[src/rtl/time_setter.sv]
// Edit/step unit for the clock's time and alarm values: captures the running
// time on edit entry, steps the selected field with auto-repeat, and pulses commit on exit.
module time_setter #(
   parameter int H_MAX         = 23,
   parameter int M_MAX         = 59,
   parameter int S_MAX         = 59,
   parameter int HOLD_CYCLES   = 50_000_000,
   parameter int REPEAT_CYCLES = 10_000_000
) (
   input  logic       clk,
   input  logic       rst_n,
   input  logic       edit_en,
   input  logic       btn_next,
   input  logic       btn_inc,
   input  logic       btn_dec,
   input  logic [4:0] cur_h,
   input  logic [5:0] cur_m,
   input  logic [5:0] cur_s,
   output logic [4:0] hour,
   output logic [5:0] minute,
   output logic [5:0] second,
   output logic [1:0] field,
   output logic       editing,
   output logic       commit
);

   typedef enum logic {IDLE, EDIT} state_e;

   localparam int CNT_MAX = (HOLD_CYCLES > REPEAT_CYCLES) ? HOLD_CYCLES : REPEAT_CYCLES;
   localparam int CW      = $clog2(CNT_MAX + 1);
   localparam logic [CW-1:0] HOLD_C  = CW'(HOLD_CYCLES);
   localparam logic [CW-1:0] REP_C   = CW'(REPEAT_CYCLES);
   localparam logic [CW-1:0] CNT_ONE = CW'(1);
   localparam logic [5:0] H_MAX_C = 6'(H_MAX);
   localparam logic [5:0] M_MAX_C = 6'(M_MAX);
   localparam logic [5:0] S_MAX_C = 6'(S_MAX);

   state_e          state_q, state_d;
   logic [4:0]      hour_q, hour_d;
   logic [5:0]      minute_q, minute_d;
   logic [5:0]      second_q, second_d;
   logic [1:0]      field_q, field_d;
   logic            commit_q, commit_d;
   logic            nextPrev_q, incPrev_q, decPrev_q;
   logic [CW-1:0]   cnt_q, cnt_d;
   logic            repeat_q, repeat_d;
   logic            stepEn;

   // Values loaded above their limit wrap to zero on the next increment.
   function automatic logic [5:0] stepValue(input logic [5:0] value, input logic [5:0] maxValue,
                                            input logic up);
      if (up)
         return (value >= maxValue) ? 6'd0 : value + 6'd1;
      else
         return (value == 6'd0) ? maxValue : value - 6'd1;
   endfunction

   always_ff @(posedge clk or negedge rst_n) begin
      if (!rst_n) begin
         state_q    <= IDLE;
         hour_q     <= '0;
         minute_q   <= '0;
         second_q   <= '0;
         field_q    <= '0;
         commit_q   <= 1'b0;
         nextPrev_q <= 1'b0;
         incPrev_q  <= 1'b0;
         decPrev_q  <= 1'b0;
         cnt_q      <= '0;
         repeat_q   <= 1'b0;
      end else begin
         state_q    <= state_d;
         hour_q     <= hour_d;
         minute_q   <= minute_d;
         second_q   <= second_d;
         field_q    <= field_d;
         commit_q   <= commit_d;
         nextPrev_q <= btn_next;
         incPrev_q  <= btn_inc;
         decPrev_q  <= btn_dec;
         cnt_q      <= cnt_d;
         repeat_q   <= repeat_d;
      end
   end

   // cnt_q counts edges since the last step; zero means no press is being tracked.
   always_comb begin
      state_d  = state_q;
      hour_d   = hour_q;
      minute_d = minute_q;
      second_d = second_q;
      field_d  = field_q;
      commit_d = 1'b0;
      cnt_d    = '0;
      repeat_d = 1'b0;
      stepEn   = 1'b0;
      case (state_q)
         IDLE: begin
            if (edit_en) begin
               state_d  = EDIT;
               hour_d   = cur_h;
               minute_d = cur_m;
               second_d = cur_s;
               field_d  = 2'd0;
            end
         end
         EDIT: begin
            if (!edit_en) begin
               state_d  = IDLE;
               commit_d = 1'b1;
            end else begin
               if (btn_next && !nextPrev_q)
                  field_d = (field_q == 2'd2) ? 2'd0 : field_q + 2'd1;
               if (btn_inc ^ btn_dec) begin
                  if ((btn_inc && !incPrev_q) || (btn_dec && !decPrev_q)) begin
                     stepEn = 1'b1;
                     cnt_d  = CNT_ONE;
                  end else if (cnt_q != '0) begin
                     if (cnt_q == (repeat_q ? REP_C : HOLD_C)) begin
                        stepEn   = 1'b1;
                        cnt_d    = CNT_ONE;
                        repeat_d = 1'b1;
                     end else begin
                        cnt_d    = cnt_q + CNT_ONE;
                        repeat_d = repeat_q;
                     end
                  end
               end
               if (stepEn) begin
                  case (field_q)
                     2'd0:    hour_d   = 5'(stepValue({1'b0, hour_q}, H_MAX_C, btn_inc));
                     2'd1:    minute_d = stepValue(minute_q, M_MAX_C, btn_inc);
                     default: second_d = stepValue(second_q, S_MAX_C, btn_inc);
                  endcase
               end
            end
         end
         default: state_d = IDLE;
      endcase
   end

   always_comb begin
      hour    = hour_q;
      minute  = minute_q;
      second  = second_q;
      field   = field_q;
      editing = (state_q == EDIT);
      commit  = commit_q;
   end

endmodule

[config.mk]
export PLATFORM = sky130hd
export DESIGN_NAME = time_setter
export DESIGN_NICKNAME = d
export VERILOG_FILES = /design/src/rtl/time_setter.sv
export SDC_FILE = /design/constraint.sdc
export NUM_CORES = 1
export LEC_CHECK = 0
export ABC_CLOCK_PERIOD_IN_PS = 2400
export BUFFER_PORTS_ARGS = -buffer_cell sky130_fd_sc_hd__buf_2
export CAP_MARGIN = 40
export CORE_ASPECT_RATIO = 1.2
export CORE_MARGIN = 2
export CORE_UTILIZATION = 30
export CTS_CLUSTER_DIAMETER = 60
export DETAILED_ROUTE_END_ITERATION = 16
export PLACE_DENSITY = 0.56
export SETUP_SLACK_MARGIN = 0.5
export SYNTH_ARGS = -nofsm -noshare
export SYNTH_HDL_FRONTEND = slang
export SYNTH_SLANG_ARGS = --single-unit
[constraint.sdc]
create_clock -name clk -period 2.4 [get_ports clk]
set_input_delay 0.24 -clock clk [delete_from_list [all_inputs] [get_ports clk]]
set_output_delay 0.24 -clock clk [all_outputs]
set_load 0.02 [all_outputs]
==> results of run 1 <==
layout make-up:
class / instances / share of cell area [%]
Multi-Input combinational cell: 309 / 48.8
Clock inverter: 2 / 0.801
Inverter: 17 / 1.46
Timing Repair Buffer: 74 / 12.0
Tap cell: 154 / 4.41
Sequential cell: 51 / 29.3
Clock buffer: 6 / 3.18
power by group through the flow:
stage	registers (uW)	logic, uW	clock network (uW)
6_report	1130	868	826
5_1_grt	1150	972	887
4_1_cts	1130	848	844
3_5_place_dp	1140	834	0
3_3_place_gp	1140	826	0
2_1_floorplan	1130	586	0
synthesized netlist by cell type, drive strengths merged (2+ instances only):
library cell	count	area share, %
o21ai	19	2.8
mux2i	11	3.2
mux2	2	0.65
a21boi	3	1.3
nor3	9	1.3
and2	2	0.36
a22oi	6	1.3
a221oi	2	0.51
buf	2	0.44
or4	2	0.47
o21a	3	0.65
o211ai	5	1.1
and4	6	1.6
nand2b	3	0.55
o2111ai	3	1.3
a311oi	2	0.51
nand2	36	3.9
a21oi	14	2.0
a211oi	2	0.44
xor2	24	6.1
and2b	4	0.98
a2111oi	2	0.51
inv	16	1.7
a221o	2	0.58
o311ai	2	0.51
xnor2	10	2.5
dfrtp	51	37
nor4	4	0.73
nand3	19	2.8
nor2	59	6.4
a31oi	6	1.5
ha	10	3.6
or3	2	0.40
and3	8	1.5
nor2b	4	0.73
clkbuf	15	2.2
nand4	6	1.1
worst paths after layout:
kind	start	end	slack [ps]	cells past startpoint
setup / recovery	cnt_q[22]	hour[0]	240	6
hold / removal	btn_next	nextPrev_q	70	1
setup reg to reg	cnt_q[22]	hour[0]	240	6
hold reg to reg	cnt_q[5]	cnt_q[5]	570	2
max in group asynchronous	rst_n	cnt_q[3]	1280	3
min in group asynchronous	rst_n	cnt_q[11]	440	2
registers in the layout (all words and copies together), names as in the netlist, 2 cells and up:
name    cells
cnt_q      26
minute      6
second      6
hour        5
field       2
cell families after synthesis:
kind of cell | after synthesis
and+or+nand+nor | 168
AOI/OAI and AO/OA | 84
DFF | 51
buffers and inverters | 35
xor gates and xnor gates | 34
muxes | 13
adders and majority gates | 10
per-stage QoR:
step           instance area (sq um)  util [%]  setup slack, ps
6_report                        4370      39.4              243
5_1_grt                         4370      39.4              195
4_1_cts                         4170      37.6              278
3_5_place_dp                    3840      34.6              170
3_3_place_gp                    3840      34.6              246
2_1_floorplan                   3450         -              333
placed cells by master (no fill, tap or decap), types with 10 or more instances in the layout:
cell	Yosys	layout
xor2_1	24	24
o21ai_0	19	17
nor2_1	59	59
buf_2	0	43
nand3_1	19	18
a21oi_1	14	14
inv_1	16	16
dfrtp_1	51	47
nand2_1	36	35
buf_4	0	22
mux2i_1	11	11
xnor2_1	10	10
critical path, delay by kind of cell (launching register included):
| kind | cells | cell delay, ps |
|---|---|---|
| AOI/OAI and AO/OA | 5 | 1230 |
| DFF | 1 | 440 |
| and+or+nand+nor | 1 | 370 |
metal layers:
layer	track usage, %	vias up
met5	0	-
met4	4.56	0
met3	2.02	22
met2	27.9	72
met1	17.9	1505
li1	-	1533
what timing repair did:
item | 4_1_cts | 5_1_grt
setup endpoints to repair | 41 | 41
endpoints found under the hold margin | 17 | 0
resized for setup | 11 | 25
setup buffers | 11 | 5
hold buffers | 1 | 0
cloned | 0 | 3
pin swaps | 8 | 11
==> run metrics, run 1 <==
Primary FF master, synth dfrtp_1; Final Max Slew Viols 0; Avg WL per Cell between 15 and 20 um; CTS H-Tree Depth 2; Initial Utilization between 30% and 40%; Final Hold Vio Count 0; pwr/cell area between 600 and 700 mW/mm^2; Slew @ Worst Pin 429 ps; CP Data Required Time between 2000 and 3000 ps; I/O pins 44; CTS Sinks 51; CP Cell Sequence nor4_4 -> o2111ai_2 -> a211o_4 -> a21boi_4 -> o2111ai_4 -> o211a_1; met3 routed WL about 290 um; Clk pwr share between 20% and 30%; Avg Synthesized Cell Area 8.71 sq um; core area between 0.01 and 0.015 sq mm; Total Routing Usage GR 15.2%; final setup fails 0; crit-path max FO 5; clock tree buffer depth 2; DRC viols 0; post-synthesis async set-or-reset flop share 100%; largest family of logic cells by synthesized area simple AND/OR/NAND/NOR gates; Seq cells post-synth just over 50; crit path DAT between 2000 and 2500 ps; Final HPWL DP 6530 um; xor and xnor area share after synthesis about 8.7%; drt total wl 9670 um; TritonCTS Buffers 5; DR vias roughly 3100; number of distinct library cells after synthesis 66; combinational power share between 30% and 40%; setup tns final 0 ps; Worst Skew 5.95 ps; critical path capture point type flop; non-filler cells, final roughly 600; HP Class in -> reg; total power between 2000 and 3000 uW; total die area 0.0123 sq mm; Net Switching around 1000 uW; relative slew slack 70.6%; P&R area growth vs syn 27.1%; floorplan die width just over 100 um; 1st-pass router iterations 5; Crit Path Category reg -> reg; sequential fraction of the synthesis area between 30% and 40%; ANT nets after route 0; CTS tree yes; DRT iter0 DRCs about 120; part of the power in registers approximately 40%; number of port buffers 43; Syn Nets about 430; area of the multi-input gates between 0.002 and 0.0025 sq mm; Crit-path slowest cell dfrtp_2; WL met1 between 4000 and 5000 um; Post-synth EDFFs 0; CTS root buffer clkbuf_16; min Tclk post-route approximately 2200 ps; crit share post-route about nine tenths; Syn Inst Count 395; GP Congestion ~0.81; layout cells sized above 1 25.1%; number of global-route vias before repair 3073; FF+latch area between 0.001 and 0.0015 sq mm; MaxCap Viol Count 0; global-route wire length before repair between 10000 and 15000 um; NumNets Final a little under 500; worst skew pair latency 290 ps; Fill cells approximately 1100; max layer used met4; initial antenna violation count 0; Post-Syn Area approximately 0.0034 sq mm; crit start category flop; f_max ~460 MHz; ant diodes 0; synthesized-area fraction occupied by adder cells between 3 and 4%; met2 wire length roughly 5100 um; Post-Synth Simple-Gate Area between 20% and 30%; clk slew on worst S/H paths approximately 70 ps; CP max stage delay 440 ps; RSZ-0062 raised after global routing yes; gr ovfl total 0; Pint around 1800 uW; Chip Height around 120 um; VDD IR max around 0.00037 V; multiplexer share of the synthesized area roughly 3.9%; leakage power around 0.0019 uW; hold_ws 70.3 ps; Synth Area in Compound Gates 18.3%; placed cell count about 590; YS warnings 0; switching portion of total power between 30% and 40%; largest net degree at the start of global routing 25; Site Rows 42; DR vias/cell 5.11; outcome finished clean
Power figures use the tool's default switching activity.
==> run 2: changes to the inputs <==
Settings changed: CORE_MARGIN 2 to 4, REMOVE_ABC_BUFFERS set to 1.
==> run metrics, run 2 (synthesis gave the netlist of run 1 again) <==
outcome finished clean; initial antenna violation count 0 (unchanged); CP Data Required Time 2580 ps (about the same); hold_ws 71.5 ps (+1.15 ps); leakage power 0.00184 uW (-4.1%); Fill cells 1163 (+4.8%); gr ovfl total 0 (unchanged); pwr/cell area 639 mW/mm^2 (-1.1%); GP Congestion 0.893 (+9.9%); f_max 466 MHz (+0.46%); number of port buffers 43 (unchanged); number of global-route vias before repair 3154 (+2.6%); critical path capture point type flop; crit-path max FO 6 (+1); final setup fails 0 (unchanged); Initial Utilization 30.9% (-0.15 points); Net Switching 993 uW (-0.39%); clock tree buffer depth 2 (unchanged); Final Max Slew Viols 0 (unchanged); Slew @ Worst Pin 494 ps (+64.3 ps); clk slew on worst S/H paths 70 ps (about the same); most frequent cells in the layout nor2_1, dfrtp_1, buf_2; TritonCTS Buffers 5 (unchanged); I/O pins 44 (unchanged); MaxCap Viol Count 0 (unchanged); CTS Sinks 51 (unchanged); drt total wl 9240 um (-4.4%); Util after Layout 37.6% (-1.8 points); Reg with most FFs cnt_q; floorplan die width 106 um (+3.9%); Pint 1690 uW (-7.8%); crit start category flop; P&R area growth vs syn 21.9%; DR vias/cell 5.26 (+2.9%); crit share post-route 89.5% (-0.41 points); Worst Skew 5.38 ps (-0.568 ps); Clk pwr share 26.1% (-3.1 points); Reg2Reg Capture Point hour[0]; worst setup path startpoint cnt_q[14]; FF-to-FF Start cnt_q[14]; relative slew slack 66.8% (-3.9 points); ANT nets after route 0 (unchanged); min Tclk post-route 2150 ps (-9.92 ps); Final Hold Vio Count 0 (unchanged); placed cell count 585 (unchanged); global-route wire length before repair 15400 um (+2.8%); HP Class in -> reg; CTS H-Tree Depth 2 (unchanged); Total Routing Usage GR 13.9% (-1.2 points); combinational power share 31.5% (+0.8 points); crit path DAT 2330 ps (about the same); placed cell areas 0.00383 sq mm (-0.20%); largest net degree at the start of global routing 33 (+32%); worst hold path depth 1 (unchanged); Reg2Reg Setup Slack 250 ps (about the same); Chip Height 125 um (+3.3%); Finished Cell Area 0.00419 sq mm (-4.1%); part of the power in registers 42.5% (+2.5 points); setup tns final 0 ps (unchanged); ant diodes 0 (unchanged); DRC viols 0 (unchanged); CTS tree yes; non-filler cells, final 611 (-0.33%); DR vias 3213 (+2.6%); Crit Path Category reg -> reg; switching portion of total power 37.1% (+1.8 points); most common cell after layout, fill and taps aside nor2_1; Avg WL per Cell 15.1 um (-4.1%); Site Rows 42 (unchanged); VDD IR max 0.000296 V (-20%); worst skew pair latency 290 ps (about the same); Worst Reg-to-Reg Cells 5 (-1); max reg flops 26 (unchanged); Final HPWL DP 6560 um (+0.49%); DRT iter0 DRCs 149 (+28%); RSZ-0062 raised after global routing yes; Worst Hold End nextPrev_q; 1st-pass router iterations 4 (-1); CTS root buffer clkbuf_16; core area 0.0111 sq mm (+0.47%); total die area 0.0132 sq mm (+7.4%); Hold Path Origin btn_next; layout cells sized above 1 23.4% (-1.6 points); NumNets Final 489 (-0.41%)
run 2: changes by cell type in the layout (fill, tap and decap cells not counted), moves of 2 or more:
cell,before,now
buf_12,2,0
buf_6,4,2
buf_4,22,25
clkbuf_16,7,5
clkbuf_1,0,2
run 2: worst max-delay path: stages, from the launching register on:
cell	delay (ps)
dfrtp_1	390
or4_4	540
a211o_4	380
a21boi_4	260
o2111ai_4	210
o211a_1	250
run 2: area by class of cell:
type	instances	area [sq um]	share of cell area, %
Multi-Input combinational cell	309	2070	49.3
Sequential cell	51	1280	30.6
Timing Repair Buffer	72	450	10.7
Tap cell	154	193	4.60
Clock buffer	7	133	3.16
Inverter	17	63.8	1.52
Clock inverter	1	5.00	0.119
run 2: per-stage QoR:
| step | setup slack [ps] | power, uW |
|---|---|---|
| 3_5_place_dp | 128 | 1980 |
| 5_1_grt | 139 | 2860 |
| 4_1_cts | 265 | 2690 |
| 6_report | 252 | 2680 |
| 2_1_floorplan | 287 | 1680 |
| 3_3_place_gp | 190 | 1970 |
run 2: timing repair:
action	CTS	global route
buffers inserted	10	7
endpoints found under the setup margin	41	42
pin swaps	6	9
resized for setup	7	17
gates cloned	0	0
endpoints found under the hold margin	19	0
hold buffers	1	0
run 2: worst max-delay path by stage:
stage,end,depth (start not counted)
after floorplan,hour[0],5
final,hour[0],5
after detailed placement,hour[0],5
after global routing,hour[0],8
after global placement,second[4],8
after CTS,hour[0],5
run 2: power groups by stage:
stage | sequential, uW | combinational (uW) | clock (uW)
after floorplan | 1190 | 497 | 0
after global placement | 1150 | 823 | 0
after detailed placement | 1150 | 832 | 0
after CTS | 1130 | 845 | 710
after global routing | 1160 | 946 | 751
final | 1140 | 843 | 698
run 2: routing by layer:
metal	GRT usage (%)	part of all wire [%]	up-vias
li1	-	-	1525
met2	24.1	51	104
met1	17.9	43	1561
met5	0	0	-
met3	2.22	4.1	23
met4	3.96	2.4	0
